## config.mk

```make
export PLATFORM = sky130hd
export DESIGN_NAME = nav_profile
export DESIGN_NICKNAME = d
export VERILOG_FILES = /design/src/rtl/nav_profile.sv
export SDC_FILE = /design/constraint.sdc
export NUM_CORES = 1
export LEC_CHECK = 0
export BUFFER_PORTS_ARGS = -buffer_cell sky130_fd_sc_hd__buf_2
export CAP_MARGIN = 5
export CORE_MARGIN = 3
export CORE_UTILIZATION = 55
export CTS_CLUSTER_DIAMETER = 150
export DETAILED_ROUTE_END_ITERATION = 12
export PLACE_DENSITY = 0.75
export SETUP_SLACK_MARGIN = 0.1
export SYNTH_ARGS = -nofsm -noshare
export SYNTH_HDL_FRONTEND = slang
export SYNTH_SLANG_ARGS = --single-unit
export TNS_END_PERCENT = 10
```

## constraint.sdc

```tcl
create_clock -name clk -period 5.1 [get_ports clk]
set_input_delay 0.765 -clock clk [delete_from_list [all_inputs] [get_ports clk]]
set_output_delay 0.765 -clock clk [all_outputs]
set_load 0.02 [all_outputs]
```

## src/rtl/nav_profile.sv

```systemverilog
// nav_profile: forward/heading sequencer between the command processor and
// the PID. Runs heading phases with a watchdog, and forward moves with a
// ramped, saturating speed command. A move can end at the Nth qualified
// side opening, when the forward path closes, or on abort.
module nav_profile #(
    parameter int unsigned      SPD_W         = 11,
    parameter logic [SPD_W-1:0] MAX_FRWRD     = 11'h2A0,
    parameter logic [SPD_W-1:0] MIN_FRWRD     = 11'h0D0,
    parameter logic [5:0]       FRWRD_INC     = 6'h18,
    parameter int unsigned      DEC_NORM_SHFT = 1,
    parameter int unsigned      DEC_FAST_SHFT = 3,
    parameter logic [SPD_W-1:0] FUSION_THR    = MAX_FRWRD / 2,
    parameter int unsigned      OPN_W         = 3,
    parameter int unsigned      HDNG_TMO      = 32'd16777216
) (
    input  logic             clk,
    input  logic             rst_n,
    input  logic             strt_hdng,
    input  logic             strt_mv,
    input  logic             stp_lft,
    input  logic             stp_rght,
    input  logic [OPN_W-1:0] opn_cnt,
    input  logic             abort,
    input  logic             hdng_rdy,
    input  logic             at_hdng,
    input  logic             lft_opn,
    input  logic             rght_opn,
    input  logic             frwrd_opn,
    output logic [SPD_W-1:0] frwrd_spd,
    output logic             moving,
    output logic             en_fusion,
    output logic             mv_cmplt,
    output logic             hdng_err
);

    localparam int unsigned      WD_W      = (HDNG_TMO > 1) ? $clog2(HDNG_TMO) : 1;
    localparam bit               WD_EN     = (HDNG_TMO != 0);
    localparam logic [WD_W-1:0]  WD_LAST   = WD_W'(HDNG_TMO - 1);
    localparam logic [SPD_W-1:0] INC_EXT   = SPD_W'(FRWRD_INC);
    localparam logic [SPD_W-1:0] STEP_NORM = INC_EXT << DEC_NORM_SHFT;
    localparam logic [SPD_W-1:0] STEP_FAST = INC_EXT << DEC_FAST_SHFT;

    typedef enum logic [2:0] {
        S_IDLE,
        S_HEADING,
        S_MOVING,
        S_DEC_NORM,
        S_DEC_FAST
    } state_t;

    state_t           state;
    logic [OPN_W-1:0] opn_tgt;
    logic [OPN_W-1:0] opn_seen;
    logic [WD_W-1:0]  wd;
    logic             lft_ff;
    logic             rght_ff;

    logic             lft_rise;
    logic             rght_rise;
    logic             qual_evt;
    logic [SPD_W:0]   acc_sum;
    logic [SPD_W-1:0] acc_spd;
    logic [SPD_W-1:0] dec_norm_spd;
    logic [SPD_W-1:0] dec_fast_spd;
    logic [OPN_W:0]   seen_nxt;
    logic [OPN_W-1:0] opn_tgt_ld;

    // A simultaneous left and right rise is a single qualified event
    assign lft_rise  = lft_opn & ~lft_ff;
    assign rght_rise = rght_opn & ~rght_ff;
    assign qual_evt  = (lft_rise & stp_lft) | (rght_rise & stp_rght);

    // Extra carry bit so the saturation compare cannot wrap
    assign acc_sum = {1'b0, frwrd_spd} + {1'b0, INC_EXT};
    assign acc_spd = (acc_sum > {1'b0, MAX_FRWRD}) ? MAX_FRWRD : acc_sum[SPD_W-1:0];

    assign dec_norm_spd = (frwrd_spd > STEP_NORM) ? (frwrd_spd - STEP_NORM) : '0;
    assign dec_fast_spd = (frwrd_spd > STEP_FAST) ? (frwrd_spd - STEP_FAST) : '0;

    assign seen_nxt   = {1'b0, opn_seen} + (OPN_W + 1)'(1);
    assign opn_tgt_ld = (opn_cnt == '0) ? OPN_W'(1) : opn_cnt;

    assign en_fusion = (frwrd_spd > FUSION_THR);

    // Delay the IR opening inputs one clock for rising-edge detection
    always_ff @(posedge clk or negedge rst_n) begin
        if (!rst_n) begin
            lft_ff  <= 1'b0;
            rght_ff <= 1'b0;
        end else begin
            lft_ff  <= lft_opn;
            rght_ff <= rght_opn;
        end
    end

    // Phase sequencer with speed ramp, opening counter and heading watchdog
    always_ff @(posedge clk or negedge rst_n) begin
        if (!rst_n) begin
            state     <= S_IDLE;
            frwrd_spd <= '0;
            opn_tgt   <= '0;
            opn_seen  <= '0;
            wd        <= '0;
            moving    <= 1'b0;
            mv_cmplt  <= 1'b0;
            hdng_err  <= 1'b0;
        end else begin
            mv_cmplt <= 1'b0;
            hdng_err <= 1'b0;
            case (state)
                S_IDLE: begin
                    if (strt_hdng) begin
                        state  <= S_HEADING;
                        wd     <= '0;
                        moving <= 1'b1;
                    end else if (strt_mv) begin
                        state     <= S_MOVING;
                        frwrd_spd <= MIN_FRWRD;
                        opn_tgt   <= opn_tgt_ld;
                        opn_seen  <= '0;
                        moving    <= 1'b1;
                    end
                end
                S_HEADING: begin
                    if (abort || at_hdng) begin
                        state    <= S_IDLE;
                        moving   <= 1'b0;
                        mv_cmplt <= 1'b1;
                    end else if (WD_EN && (wd == WD_LAST)) begin
                        state    <= S_IDLE;
                        moving   <= 1'b0;
                        mv_cmplt <= 1'b1;
                        hdng_err <= 1'b1;
                    end else begin
                        wd <= wd + WD_W'(1);
                    end
                end
                S_MOVING: begin
                    if (!frwrd_opn || abort) begin
                        state <= S_DEC_FAST;
                    end else if (qual_evt) begin
                        opn_seen <= opn_seen + OPN_W'(1);
                        if (seen_nxt == {1'b0, opn_tgt})
                            state <= S_DEC_NORM;
                    end else if (hdng_rdy) begin
                        frwrd_spd <= acc_spd;
                    end
                end
                S_DEC_NORM: begin
                    if (frwrd_spd == '0) begin
                        state    <= S_IDLE;
                        moving   <= 1'b0;
                        mv_cmplt <= 1'b1;
                    end else if (abort || !frwrd_opn) begin
                        state <= S_DEC_FAST;
                    end else if (hdng_rdy) begin
                        frwrd_spd <= dec_norm_spd;
                    end
                end
                S_DEC_FAST: begin
                    if (frwrd_spd == '0) begin
                        state    <= S_IDLE;
                        moving   <= 1'b0;
                        mv_cmplt <= 1'b1;
                    end else if (hdng_rdy) begin
                        frwrd_spd <= dec_fast_spd;
                    end
                end
                default: begin
                    state  <= S_IDLE;
                    moving <= 1'b0;
                end
            endcase
        end
    end

endmodule

```

## Yosys cells after proc, flatten, opt, wreduce, memory -nomap -nowiden

Cells that the tools add are included.

| storage, ports and cells | value |
|---|---|
| output and inout bits | 15 |
| memory bits (read-only) | 0 |
| word-level logic and storage cells | 119 |
| RAM bits | 0 |
| memories | 0 |
| latch bits | 0 |
| input port bits | 15 |
| register bits | 49 |

| cells by class | value |
|---|---|
| $lt $le $gt $ge | 4 |
| reduce and logical (&&, ||, !) cells | 16 |
| equal/unequal tests | 27 |
| mux-type cells | 47 |
| shift operators | 0 |
| div/mod/pow operators | 0 |
| bitwise logic cells | 9 |
| $mul | 0 |
| add/sub/neg operators | 6 |

Operators by type and width:

| operator | number |
|---|---|
| 11-bit two-way mux | 13 |
| 24-bit two-way mux | 3 |
| 24-bit case mux with 2 select lines | 1 |
| 3-bit two-way mux | 15 |
| 11-bit case mux with 4 select lines | 1 |
| 2-bit inequality test (second input constant) | 15 |
| 24-bit by 1-bit adder with 24-bit output (second input constant) | 1 |
| 24-bit == test (second input constant) | 1 |
| 3-bit inequality test (second input constant) | 5 |
| 3-bit case mux with 5 select lines | 1 |
| 11-bit by 5-bit adder with 12-bit output (second input constant) | 1 |
| 12-bit by 10-bit > comparator with 1-bit output (second input constant) | 1 |
| 11-bit by 6-bit > comparator with 1-bit output (second input constant) | 1 |
| 11-bit by 8-bit > comparator with 1-bit output (second input constant) | 1 |
| 11-bit by 9-bit > comparator with 1-bit output (second input constant) | 1 |
| 11-bit logical NOT | 1 |
| 11-bit AND reduction | 1 |
| 11-bit by 6-bit subtractor with 11-bit output (second input constant) | 1 |
| 11-bit by 8-bit subtractor with 11-bit output (second input constant) | 1 |
| 1-bit two-way mux | 10 |
| 4-bit AND reduction | 2 |
| 3-bit by 2-bit == test with 1-bit output (second input constant) | 2 |
| 3-bit logical NOT | 2 |
| 3-bit case mux with 2 select lines | 1 |
| other kinds (19) | 27 |

## Longest topological paths before layout

| depth | value |
|---|---|
| depth in word-level cells | 7 |
| gate-level depth with buffers | 10 |
| mapped depth without buffers | 8 |

## Least setup slack after synthesis

OpenSTA, ideal clock, no wires.

| timing path | value |
|---|---|
| kind | register to register |
| start | register frwrd_spd[6] |
| end | register frwrd_spd[4] |
| period minus slack after synthesis | 2.401 ns |
| cell stages (with the launch flop) | 10 |
| required time | 4.972 ns |
| setup time | 0.128 ns |
| buffers on the path | 2 |
| arrival | 2.274 ns |
| path slack | 2.699 ns |
| cell sequence | dfrtp_1 > clkbuf_1 > inv_1 > ha_1 > nand3b_1 > a211oi_2 > nand4bb_1 > buf_4 > or2_2 > mux2_1 |

| between the ends | value |
|---|---|
| word-level cells in the longest chain between the ends | 7 |
| elaborated cells between the ends (all ways) | 20 |
| classes of those cells | 1 x add/sub; 3 x order compare; 2 x eq/ne; 12 x mux; 2 x reduce/logical |

RTL lines:

| what | line | source |
|---|---|---|
| start, declared | 29 | `output logic [SPD_W-1:0] frwrd_spd,` |
| start signal, assigned | 146 | `frwrd_spd <= acc_spd;` |
| start signal, assigned | 157 | `frwrd_spd <= dec_norm_spd;` |
| start signal, assigned | 166 | `frwrd_spd <= dec_fast_spd;` |
| 11-bit by 5-bit adder with 12-bit output | 74 | `assign acc_sum = {1'b0, frwrd_spd} + {1'b0, INC_EXT};` |
| 12-bit by 10-bit > comparator with 1-bit output | 75 | `assign acc_spd = (acc_sum > {1'b0, MAX_FRWRD}) ? MAX_FRWRD : acc_sum[SPD_W-1:0];` |
| 11-bit two-way mux | 75 |  |
| 11-bit two-way mux | 145 | `end else if (hdng_rdy) begin` |
| 11-bit two-way mux | 141 | `end else if (qual_evt) begin` |
| 11-bit two-way mux | 139 | `if (!frwrd_opn \|\| abort) begin` |
| 11-bit case mux with 4 select lines | 110 | `case (state)` |

Parallel ways exist; a longest one is shown, timed or not. The select of a mux whose other input is x is not followed.
A chain may end at the register's enable or synchronous reset.

## Worst setup path in the final report

Ends and elaborated chain as after synthesis.

==> impl_metrics.env <==
export IMPL_max_stage_delay_ns=0.71
export IMPL_wire_per_inst_um=15.5
export IMPL_track_usage=0.227
export IMPL_clkLatencyLatePin_ns=0.31
export IMPL_min_to="opn_tgt[0]"
export IMPL_h_tree_depth=2
export IMPL_multi_input_area_um2=1900
export IMPL_final_core_util=0.614
export IMPL_status="completed"
export IMPL_clk_pin_slew_ns=0.09
export IMPL_timing_rr_end="frwrd_spd[4]"
export IMPL_power_density_nw_per_um2=441
export IMPL_reg2reg_slack_ns=2.30
export IMPL_final_nets=402
export IMPL_path_cells="inv_1, ha_1, nand3b_1, a211oi_2, nand4bb_1, or2_2, mux2_1"
export IMPL_cts_setup_buffers=0
export IMPL_yosysSeqAreaShare=0.362
export IMPL_finClkSkew_ns=0.00509
export IMPL_path_delay_family="simple AND/OR/NAND/NOR gates"
export IMPL_worstPathMaxFanout=17
export IMPL_power_leakage_uw=0.00150
export IMPL_antenna_found_initial=0
export IMPL_finalCritPeriodShare=0.550
export IMPL_synthArstFlopShare=1.00
export IMPL_layout_commonest_cell="dfrtp_1"
export IMPL_cp_start_kind="flop"
export IMPL_cp_required_ns=5.29
export IMPL_syn_cell_area_um2=3180
export IMPL_hold_start="opn_tgt[0]"
export IMPL_finalSetupViolations=0
export IMPL_antennaDiodeCount=0
export IMPL_drc=0
export IMPL_ys_types=69
export IMPL_postRouteAntennaNets=0
export IMPL_placement_io_buffers=26
export IMPL_grt_max_degree=47
export IMPL_start_util=0.574
export IMPL_yosys_mux_area_fraction=0.0283
export IMPL_setup_tns_ns=0
export IMPL_drt_iter0_drc=195
export IMPL_fin_crit_ns=2.80
export IMPL_seqCellArea_um2=1150
export IMPL_die_w_um=82.1
export IMPL_max_freq_ghz=0.357
export IMPL_vias=2731
export IMPL_fillers=500
export IMPL_syn_inst=360
export IMPL_cts_resized=0
export IMPL_ys_flop_type="dfrtp_1"
export IMPL_cts_root_buf="clkbuf_8"
export IMPL_synth_edf_count=0
export IMPL_gp_congestion=0.940
export IMPL_yosys_warnings=0
export IMPL_first_pass_iters=4
export IMPL_drv_slew=0
export IMPL_syn_avg_cell_area_um2=8.84
export IMPL_drive_gt1_frac=0.146
export IMPL_routed_via_density=6.08
export IMPL_grt_first_pass_wirelength_mm=11.8
export IMPL_slowest_stage="dfrtp_1"
export IMPL_gr_total_overflow=0
export IMPL_grt_pass1_vias=2553
export IMPL_crit_buf_inv=1
export IMPL_clkSinkCount=46
export IMPL_areaGrowthSynthToFinish_pct=6.96
export IMPL_synthAdderAreaFrac=0.0433
export IMPL_whs_path_depth=2
export IMPL_vdd_drop_max_mv=0.285
export IMPL_postRouteWirelength_mm=6.96
export IMPL_fp_row_count=27
export IMPL_io_pins=30
export IMPL_crit_reg2reg_launch="frwrd_spd[6]"
export IMPL_holdBufCountCts=0
export IMPL_hpwlAfterDp_mm=4.97
export IMPL_cts_buffers=5
export IMPL_synth_simple_area_share=0.254
export IMPL_maxCapViolCount=0
export IMPL_dieArea_um2=6730
export IMPL_die_height_um=82.1
export IMPL_synth_xor_area_share=0.0688
export IMPL_hold_path_class="reg2reg"
export IMPL_arrival_ns=3.00
export IMPL_slew_limit_headroom=0.260
export IMPL_worst_r2r_cell_count=7
export IMPL_synth_top_family_by_area="simple AND/OR/NAND/NOR gates"
export IMPL_rsz0062_at_grt="false"
export IMPL_clk_path_buf_depth=2
export IMPL_worst_slew_pin_slew_ns=1.11
export IMPL_end_kind="flop"
export IMPL_cts_tree="done"
export IMPL_hold_viol=0
export IMPL_most_common_layout_cells="dfrtp_1 (46), nor2_1 (37), nand2_1 (35), buf_2 (26), o21ai_0 (24)"
export IMPL_synth_compound_area_share=0.200
export IMPL_core_area_um2=5540
export IMPL_ys_ff_latch=46
export IMPL_criticalPathCategory="reg2reg"
stage by stage:
| step | hold WS [ns] | setup slack [ns] | total power, uW | cells | cell area [um^2] |
|---|---|---|---|---|---|
| after floorplan | 0.468 | 2.70 | 1090 | 362 | 3190 |
| after global placement | 0.488 | 2.35 | 1230 | 441 | 3310 |
| after detailed placement | 0.501 | 2.25 | 1250 | 441 | 3310 |
| after CTS | 0.522 | 2.37 | 1490 | 449 | 3400 |
| after global routing | 0.541 | 2.11 | 1620 | 449 | 3400 |
| final | 0.519 | 2.30 | 1500 | 449 | 3400 |
layer usage:
metal	global-route usage	share of wire	up-vias
li1	-	-	1327
met1	0.287	0.45	1313
met2	0.371	0.48	83
met3	0.0581	0.051	8
met4	0.0864	0.011	0
met5	0	0	-
how the worst max path moves through the flow:
stage | from | endpoint | slack (ns) | depth (start not counted)
4_1_cts | frwrd_spd[6] | frwrd_spd[4] | 2.37 | 7
3_3_place_gp | abort | frwrd_spd[4] | 2.35 | 6
2_1_floorplan | frwrd_spd[6] | frwrd_spd[4] | 2.70 | 9
5_1_grt | frwrd_spd[6] | frwrd_spd[4] | 2.11 | 7
6_report | frwrd_spd[6] | frwrd_spd[4] | 2.30 | 7
3_5_place_dp | abort | frwrd_spd[4] | 2.25 | 6
tightest hold or removal path, stage by stage, from the launching register on:
cell and delay (ns):
dfrtp_1 0.38, nand2_1 0.05, o21ai_0 0.06
sequential cells by signal, summed over array words and instances, names as in the netlist:
register   flops
rght_ff        1
hdng_err       1
mv_cmplt       1
lft_ff         1
wd            24
state          3
moving         1
opn_tgt        3
frwrd_spd      8
opn_seen       3
synth_stat cells, types with 8 or more instances:
| cell type | n | area (um^2) |
|---|---|---|
| dfrtp_1 | 46 | 1150 |
| nor2_1 | 37 | 139 |
| nand2_1 | 35 | 131 |
| o21ai_0 | 24 | 120 |
| a21oi_1 | 22 | 110 |
| nand3_1 | 17 | 85.1 |
| xor2_1 | 17 | 149 |
| ha_1 | 11 | 138 |
| clkbuf_1 | 9 | 33.8 |
| inv_1 | 9 | 33.8 |
| nand4_1 | 8 | 50.1 |
| xnor2_1 | 8 | 70.1 |
final cells by class:
cell class | count | share of cell area
inverter | 9 | 0.00993
multi-input combinational | 288 | 0.560
clock buffer | 5 | 0.0202
clock inverter | 3 | 0.00735
tap | 72 | 0.0265
sequential | 46 | 0.338
timing repair buffer | 26 | 0.0382
where the power goes:
part | internal (uW) | switching, uW
logic | 280 | 430
clock network | 99.1 | 139
registers | 421 | 132
total | 800 | 700
logic make-up (layout without fill, tap and decap cells):
family          after synthesis  after routing
simple gates                149            149
fa+ha+maj                    11             11
mux                           8              8
compound gates               92             92
buf+inv                      28             43
flops                        46             46
xor+xnor                     25             25
other cells                   1              3
(Power assumes the default switching activity.)
